### config.mk
export PLATFORM = sky130hd
export DESIGN_NAME = fab_osc_clkdiv_mc
export DESIGN_NICKNAME = d
export VERILOG_FILES = /design/src/rtl/fab_osc_clkdiv_mc.sv
export SDC_FILE = /design/constraint.sdc
export NUM_CORES = 1
export LEC_CHECK = 0
export CORE_AREA = 4 4 181 183
export CTS_BUF_LIST = sky130_fd_sc_hd__clkbuf_8 sky130_fd_sc_hd__clkbuf_16
export CTS_CLUSTER_DIAMETER = 150
export DETAILED_ROUTE_END_ITERATION = 8
export DIE_AREA = 0 0 185 187
export SLEW_MARGIN = 0
export SYNTH_ARGS = -nofsm -noshare
export SYNTH_HDL_FRONTEND = slang
export SYNTH_SLANG_ARGS = --single-unit
### constraint.sdc
create_clock -name CLK -period 9.25 [get_ports CLK]
set_clock_uncertainty 0.1 [all_clocks]
set_input_delay 1.3875 -clock CLK [delete_from_list [all_inputs] [get_ports CLK]]
set_output_delay 1.3875 -clock CLK [all_outputs]
set_load 0.03 [all_outputs]
### src/rtl/fab_osc_clkdiv_mc.sv
// Multi-channel clock divider running on a free fabric oscillator.
// Each channel produces a one-cycle clock-enable strobe per divided period and a
// registered square wave. New ratios are staged in a pending register and only
// take effect at a period boundary (or at once while the channel is idle).
// Optional feature: define FAB_OSC_CLKDIV_PHASE_ALIGN_EN to let SYNC restart all
// enabled channels in phase; otherwise SYNC is ignored.
module fab_osc_clkdiv_mc #(
   parameter int unsigned NUM_CH  = 4,
   parameter int unsigned CNT_W   = 16,
   parameter int unsigned DIV_RST = 2
) (
   input  logic                    CLK,
   input  logic                    RESET,
   input  logic [NUM_CH-1:0]       CH_EN,
   input  logic [NUM_CH*CNT_W-1:0] DIV_VAL,
   input  logic [NUM_CH-1:0]       DIV_LOAD,
   input  logic                    SYNC,
   output logic [NUM_CH-1:0]       DIV_ACK,
   output logic [NUM_CH-1:0]       CE_OUT,
   output logic [NUM_CH-1:0]       DIV_CLK_OUT
);

   localparam logic [CNT_W-1:0] RstRatio = CNT_W'(DIV_RST);
   localparam logic [CNT_W-1:0] One      = CNT_W'(1);

   logic [CNT_W-1:0]  cnt_q      [NUM_CH];
   logic [CNT_W-1:0]  cnt_d      [NUM_CH];
   logic [CNT_W-1:0]  ratio_q    [NUM_CH];
   logic [CNT_W-1:0]  ratio_d    [NUM_CH];
   logic [CNT_W-1:0]  pend_val_q [NUM_CH];
   logic [CNT_W-1:0]  pend_val_d [NUM_CH];
   logic [NUM_CH-1:0] pend_q, pend_d;
   logic [NUM_CH-1:0] ce_q, ce_d;
   logic [NUM_CH-1:0] ack_q, ack_d;
   logic [NUM_CH-1:0] dclk_q, dclk_d;
   logic              sync_en;

`ifdef FAB_OSC_CLKDIV_PHASE_ALIGN_EN
   assign sync_en = SYNC;
`else
   logic unused_sync;
   assign unused_sync = SYNC;
   assign sync_en     = 1'b0;
`endif

   // Per-channel next state: count/wrap, pending-ratio apply, load capture, outputs.
   always_comb begin
      logic apply;
      apply = 1'b0;
      for (int i = 0; i < NUM_CH; i++) begin
         cnt_d[i]      = cnt_q[i];
         ratio_d[i]    = ratio_q[i];
         pend_val_d[i] = pend_val_q[i];
         pend_d[i]     = pend_q[i];
         ce_d[i]       = 1'b0;
         ack_d[i]      = 1'b0;
         dclk_d[i]     = 1'b0;
         apply         = 1'b0;

         if (!CH_EN[i] || sync_en) begin
            // Idle or phase-aligned: counter restarts, no strobe, pending ratio may land.
            cnt_d[i] = '0;
            apply    = pend_q[i];
         end else if ((ratio_q[i] <= One) || (cnt_q[i] >= ratio_q[i] - One)) begin
            // Period boundary; ratios 0 and 1 wrap on every edge.
            cnt_d[i] = '0;
            ce_d[i]  = 1'b1;
            apply    = pend_q[i];
         end else begin
            cnt_d[i] = cnt_q[i] + One;
         end

         // The older pending value is applied before a coincident load overwrites it.
         if (apply) begin
            ratio_d[i] = pend_val_q[i];
            ack_d[i]   = 1'b1;
            pend_d[i]  = 1'b0;
         end
         if (DIV_LOAD[i]) begin
            pend_val_d[i] = DIV_VAL[i*CNT_W +: CNT_W];
            pend_d[i]     = 1'b1;
         end

         // High for the first floor(R/2) counts; never high for R <= 1.
         dclk_d[i] = CH_EN[i] && (cnt_d[i] < (ratio_d[i] >> 1));
      end
   end

   // State and output registers with asynchronous reset.
   always_ff @(posedge CLK or posedge RESET) begin
      if (RESET) begin
         for (int i = 0; i < NUM_CH; i++) begin
            cnt_q[i]      <= '0;
            ratio_q[i]    <= RstRatio;
            pend_val_q[i] <= '0;
         end
         pend_q <= '0;
         ce_q   <= '0;
         ack_q  <= '0;
         dclk_q <= '0;
      end else begin
         for (int i = 0; i < NUM_CH; i++) begin
            cnt_q[i]      <= cnt_d[i];
            ratio_q[i]    <= ratio_d[i];
            pend_val_q[i] <= pend_val_d[i];
         end
         pend_q <= pend_d;
         ce_q   <= ce_d;
         ack_q  <= ack_d;
         dclk_q <= dclk_d;
      end
   end

   assign CE_OUT      = ce_q;
   assign DIV_ACK     = ack_q;
   assign DIV_CLK_OUT = dclk_q;

endmodule

Yosys cells after proc, flatten, opt, wreduce, memory -nomap -nowiden
Cells that the tools add are included.
Widths: inputs -> output; s select.
{"block": "word_totals", "output_inout_bits": 12, "input_bits": 75, "register_bits": 208, "elab_cells": 95}
{"block": "classes", "muxes": 40, "n_reduce_logical": 12, "add_sub_neg": 8, "n_lt_le_gt_ge": 12}
{"operator": "$mux 16", "count": 12}
{"operator": "$add 16x1->16 const B", "count": 4}
{"operator": "$ge 16x16->1", "count": 4}
{"operator": "$le 16x1->1 const B", "count": 4}
{"operator": "$lt 16x15->1", "count": 4}
{"operator": "$sub 16x1->16 const B", "count": 4}
{"operator": "$mux 1", "count": 28}
{"operator": "$reduce_bool 2->1", "count": 4}
{"operator": "$logic_and 1x1->1", "count": 4}
{"operator": "$logic_or 1x1->1", "count": 4}

Logic depth before layout (Yosys ltp)
{"block": "logic_depth", "ltp_word": 8, "ltp_mapped": 23, "ltp_nobuf": 22}

Worst setup path before layout
OpenSTA, ideal clock, no wires.
{"block": "synth_path", "kind": "register to register", "start": "register ratio_q[54] in the netlist's numbering", "end": "register dclk_q[0], in the netlist DIV_CLK_OUT[0]", "arrival_ns": 4.766, "n_path_buf": 1, "setup_ns": 0.077, "path_stages_with_launch": 21, "setup_slack_ns": 4.307, "t_required_ns": 9.073, "period_less_slack_ns": 4.943, "path_cell_list": "dfrtp_1 -> or4_4 -> or4_1 -> nor3_1 -> xnor2_1 -> ha_1 -> nand4_1 -> nor4_1 -> a2bb2oi_1 -> nand4_2 -> and2_1 -> buf_2 -> mux2i_1 -> ha_1 -> a21o_1 -> a21o_1 -> a21oi_1 -> a211o_1 -> a21oi_1 -> or4_1 -> a21oi_1"}
{"block": "synth_between", "elab_chain_cells": 8, "elab_cells_between_ends": 11, "classes_between": "add/sub: 1; order compare: 3; mux: 5; reduce/logical: 2"}
{"item": "start: declaration", "line": "28", "source": "logic [CNT_W-1:0] ratio_q [NUM_CH];"}
{"item": "start signal: indexed assignment", "line": "94", "source": "ratio_q[i] <= RstRatio;"}
{"item": "start signal: indexed assignment", "line": "104", "source": "ratio_q[i] <= ratio_d[i];"}
{"item": "$sub 16x1->16", "line": "64", "source": "end else if ((ratio_q[i] <= One) || (cnt_q[i] >= ratio_q[i] - One)) begin"}
{"item": "$ge 16x16->1", "line": "64"}
{"item": "$logic_or 1x1->1", "line": "64"}
{"item": "$mux 1", "line": "64"}
{"item": "$mux 1", "line": "60", "source": "if (!CH_EN[i] || sync_en) begin"}
{"item": "$mux 16", "line": "74", "source": "if (apply) begin"}
{"item": "$lt 16x15->1 *", "line": "85", "source": "dclk_d[i] = CH_EN[i] && (cnt_d[i] < (ratio_d[i] >> 1));"}
{"item": "$logic_and 1x1->1 *", "line": "85"}
{"item": "net dclk_d[0]", "line": "35", "source": "logic [NUM_CH-1:0] dclk_q, dclk_d;"}
{"item": "end signal: assignment", "line": "110", "source": "dclk_q <= dclk_d;"}
{"item": "end: declaration", "line": "35"}
The timed path passes the listed nets; every way through them passes the cells marked *.
A chain may end at the register's enable or synchronous reset.

==> flow_metrics.tcl <==
set metrics [dict create \
    synth_top_cell_by_area "dfrtp_1" \
    critPathTopFamily "simple AND/OR/NAND/NOR gates" \
    path_buf_inv 1 \
    drc 0 \
    synthCells 1128 \
    slowest_delay_ps 1020 \
    routed_wl_mm 26.0 \
    tns_ps 0 \
    diodes 0 \
    layout_common_cells "204 x dfrtp_1, 132 x ha_1, 108 x nor2_1, 85 x inv_1, 85 x clkdlybuf4s50_1" \
    drtPass1Iterations 6 \
    drv_slew 0 \
    setup_viol 0 \
    cts_made_buffers 24 \
    worstSetupStartpointType "flop" \
    netlist_area_mm2 0.0120 \
    outcome "complete, no violations" \
    grt_pass1_vias 8645 \
    rows 65 \
    r2r-start "ratio_q[2]$_DFF_PP0_" \
    power.leakage_nw 6.63 \
    synth_ff_type "dfrtp_1" \
    worstRegToRegCells 21 \
    drive_above_1_share_pct 10.7 \
    cp.arrival_ps 7040 \
    clk_pin_slew_ps 60 \
    fp.dieW_um 185 \
    gr-usage-all-layers_pct 15.1 \
    hold_ws_ps 394 \
    whs_endpoint "ratio_q[48]$_DFFE_PP0N_" \
    synth_edf_count 0 \
    async_reset_ff_share_pct 100 \
    final_core_util_pct 45.0 \
    slew_headroom_pct 34.1 \
    ff2ff_setup_slack_ps 2550 \
    drt_iter0_drc 349 \
    dp_cells 1598 \
    fin_ws_ps 2550 \
    hp-start "pend_val_q[48]$_DFFE_PP0P_" \
    io_pins 87 \
    final_common_cell "dfrtp_1" \
    cts_sinks 208 \
    hp-class "flop to flop" \
    cts_resized 0 \
    hold_viol_final 0 \
    ctsHoldBuffers 0 \
    met2_usage_pct 24.8 \
    path_max_fanout 19 \
    rsz0062_at_grt "no" \
    cts-root-buf "clkbuf_16" \
    synth_cell_types 57 \
    cap_violations 0 \
    dieArea_mm2 0.0346 \
    core_area_mm2 0.0312 \
    fin_crit_sh_pct 72.5 \
    grt_util_met1_pct 21.0 \
    busiest_layer "met2" \
    area_growth_syn_to_layout_pct 17.4 \
    initial_core_util_pct 38.3 \
    end_kind "flop" \
    place_ws_ps 2480 \
    port_buffers 85 \
    vias_per_cell 5.10 \
    die_h_um 187 \
    clock_latency_ps 520 \
    path_cells "nor4_1 > nand2_1 > nor3_1 > nand2_1 > xor2_1 > ha_1 > a211oi_1 > o21bai_1 > a41oi_1 > nand4_1 > nand2_1 > mux2_2 > inv_1 > ha_1 > a21o_1 > a21o_1 > a21oi_1 > nor2_1 > a2111oi_0 > o221ai_1 > a31oi_1" \
    num_vias 8372 \
    reg2reg_to "DIV_CLK_OUT[3]$_DFF_PP0_" \
    irDropWorstVdd_uv 147 \
    cts_buffer_depth 3 \
    min_period_ps 6700 \
    holdPathStages 2 \
    ant_nets 0 \
    fillCellCount 2997 \
    yosysWarningCount 0 \
    synth_top_area_share_pct 42.6 \
    grt_max_degree 142 \
    met3_usage_pct 2.04 \
    powerDensity_mw_per_mm2 178 \
    cts_tree "done" \
    dpl.hpwl_mm 19.5 \
    avgRoutedWirePerCell_um 15.8 \
    postCtsSetupBuffers 0 \
    place_congestion 0.854 \
    synth_nets 1335 \
    tightest_slew_ps 975 \
    antenna_found_initial 0 \
    required_ps 9590 \
    fmax_mhz 149 \
    yosysSeqAreaShare_pct 43.5 \
    crit_type "flop to flop" \
    avgSynthCellArea_um2 10.6 \
    final_cell_count_no_fill 1641 \
    critPathSlowestCell "nand2_1" \
    cp_common_cell "nand2_1" \
    synthTopCellsByArea "dfrtp_1 43%, ha_1 14%, mux2_2 6.8%, xnor2_1 4.5%, mux2i_1 4.1%" \
    final_nets 1429 \
    cts-htree-levels 1 \
    grt_pass1_wl_mm 43.5 \
    gr-total-overflow 0 \
    ys_ff_latch 208 \
]
[worst max path at each step]
| stage | cells past startpoint | slack (ps) | end | startpoint |
|---|---|---|---|---|
| floorplan | 1 | 2090 | CE_OUT[0]$_DFF_PP0_ | RESET |
| global placement | 21 | 2540 | DIV_CLK_OUT[3]$_DFF_PP0_ | ratio_q[2]$_DFF_PP0_ |
| detailed placement | 21 | 2480 | DIV_CLK_OUT[3]$_DFF_PP0_ | ratio_q[2]$_DFF_PP0_ |
| CTS | 21 | 2420 | DIV_CLK_OUT[3]$_DFF_PP0_ | ratio_q[2]$_DFF_PP0_ |
| global route | 21 | 1770 | DIV_CLK_OUT[3]$_DFF_PP0_ | ratio_q[2]$_DFF_PP0_ |
| finish | 21 | 2550 | DIV_CLK_OUT[3]$_DFF_PP0_ | ratio_q[2]$_DFF_PP0_ |
[flip-flops by register name, indices dropped and copies added (netlist names)]
register / count
pend_val_q: 64
CE_OUT: 4
ratio_q: 64
cnt_q: 64
pend_q: 4
DIV_ACK: 4
DIV_CLK_OUT: 4
[layer usage]
layer | vias to the layer above | part of all wire (%)
li1 | 4166 | -
met1 | 4066 | 48
met2 | 100 | 47
met3 | 40 | 3.3
met4 | 0 | 2.3
met5 | - | 0
[power breakdown]
| group | switching, W | internal (W) |
|---|---|---|
| combinational | 0.000239 | 0.000223 |
| clock | 0.000383 | 0.000551 |
| sequential | 0.000104 | 0.00100 |
| total | 0.000726 | 0.00178 |
[synth_stat cells (5+ instances only)]
library cell and instances:
a211oi_1 6, clkbuf_1 11, inv_1 83, mux2i_1 49
nand2_1 51, xnor2_1 62, a2111oi_0 5, nor3_1 26
and3_1 18, dfrtp_1 204, nand3_1 42, mux2_2 72
o21ai_0 24, and2_1 6, buf_2 6, nor4_1 15
a21oi_1 38, a21o_1 23, or4_1 5, nand4_1 24
nor2_1 108, ha_1 132, xor2_1 49
[tightest hold or removal path, cell delays in order (launching register included)]
cell and delay [ps]:
dfrtp_1 340, nand2_1 60, o21ai_0 60
[per-stage QoR]
step	instance area, µm²	power, W
3_3_place_gp	13300	0.00158
4_1_cts	14100	0.00254
2_1_floorplan	12000	0.00143
6_report	14100	0.00250
3_5_place_dp	13300	0.00159
5_1_grt	14100	0.00266
[area by class of cell]
| cell class | instances | area (µm²) | area share [%] |
|---|---|---|---|
| clock inverters | 10 | 51.3 | 0.365 |
| clock buffers | 33 | 736 | 5.24 |
| inverters | 83 | 319 | 2.27 |
| repair buffers | 88 | 873 | 6.21 |
| multi-input cells | 817 | 6360 | 45.3 |
| flip-flops and latches | 208 | 5210 | 37.1 |
| well taps | 402 | 503 | 3.58 |
[logic make-up after synthesis]
family,Yosys count,synth area share [%]
AOI/OAI and AO/OA,130,7.15
xor gates and xnor gates,111,8.12
adders and majority gates,132,13.8
buffers and inverters,103,3.35
DFF,208,43.5
muxes,121,10.9
and+or+nand+nor,323,13.2
Note: power is estimated with default switching activity, not from simulation.
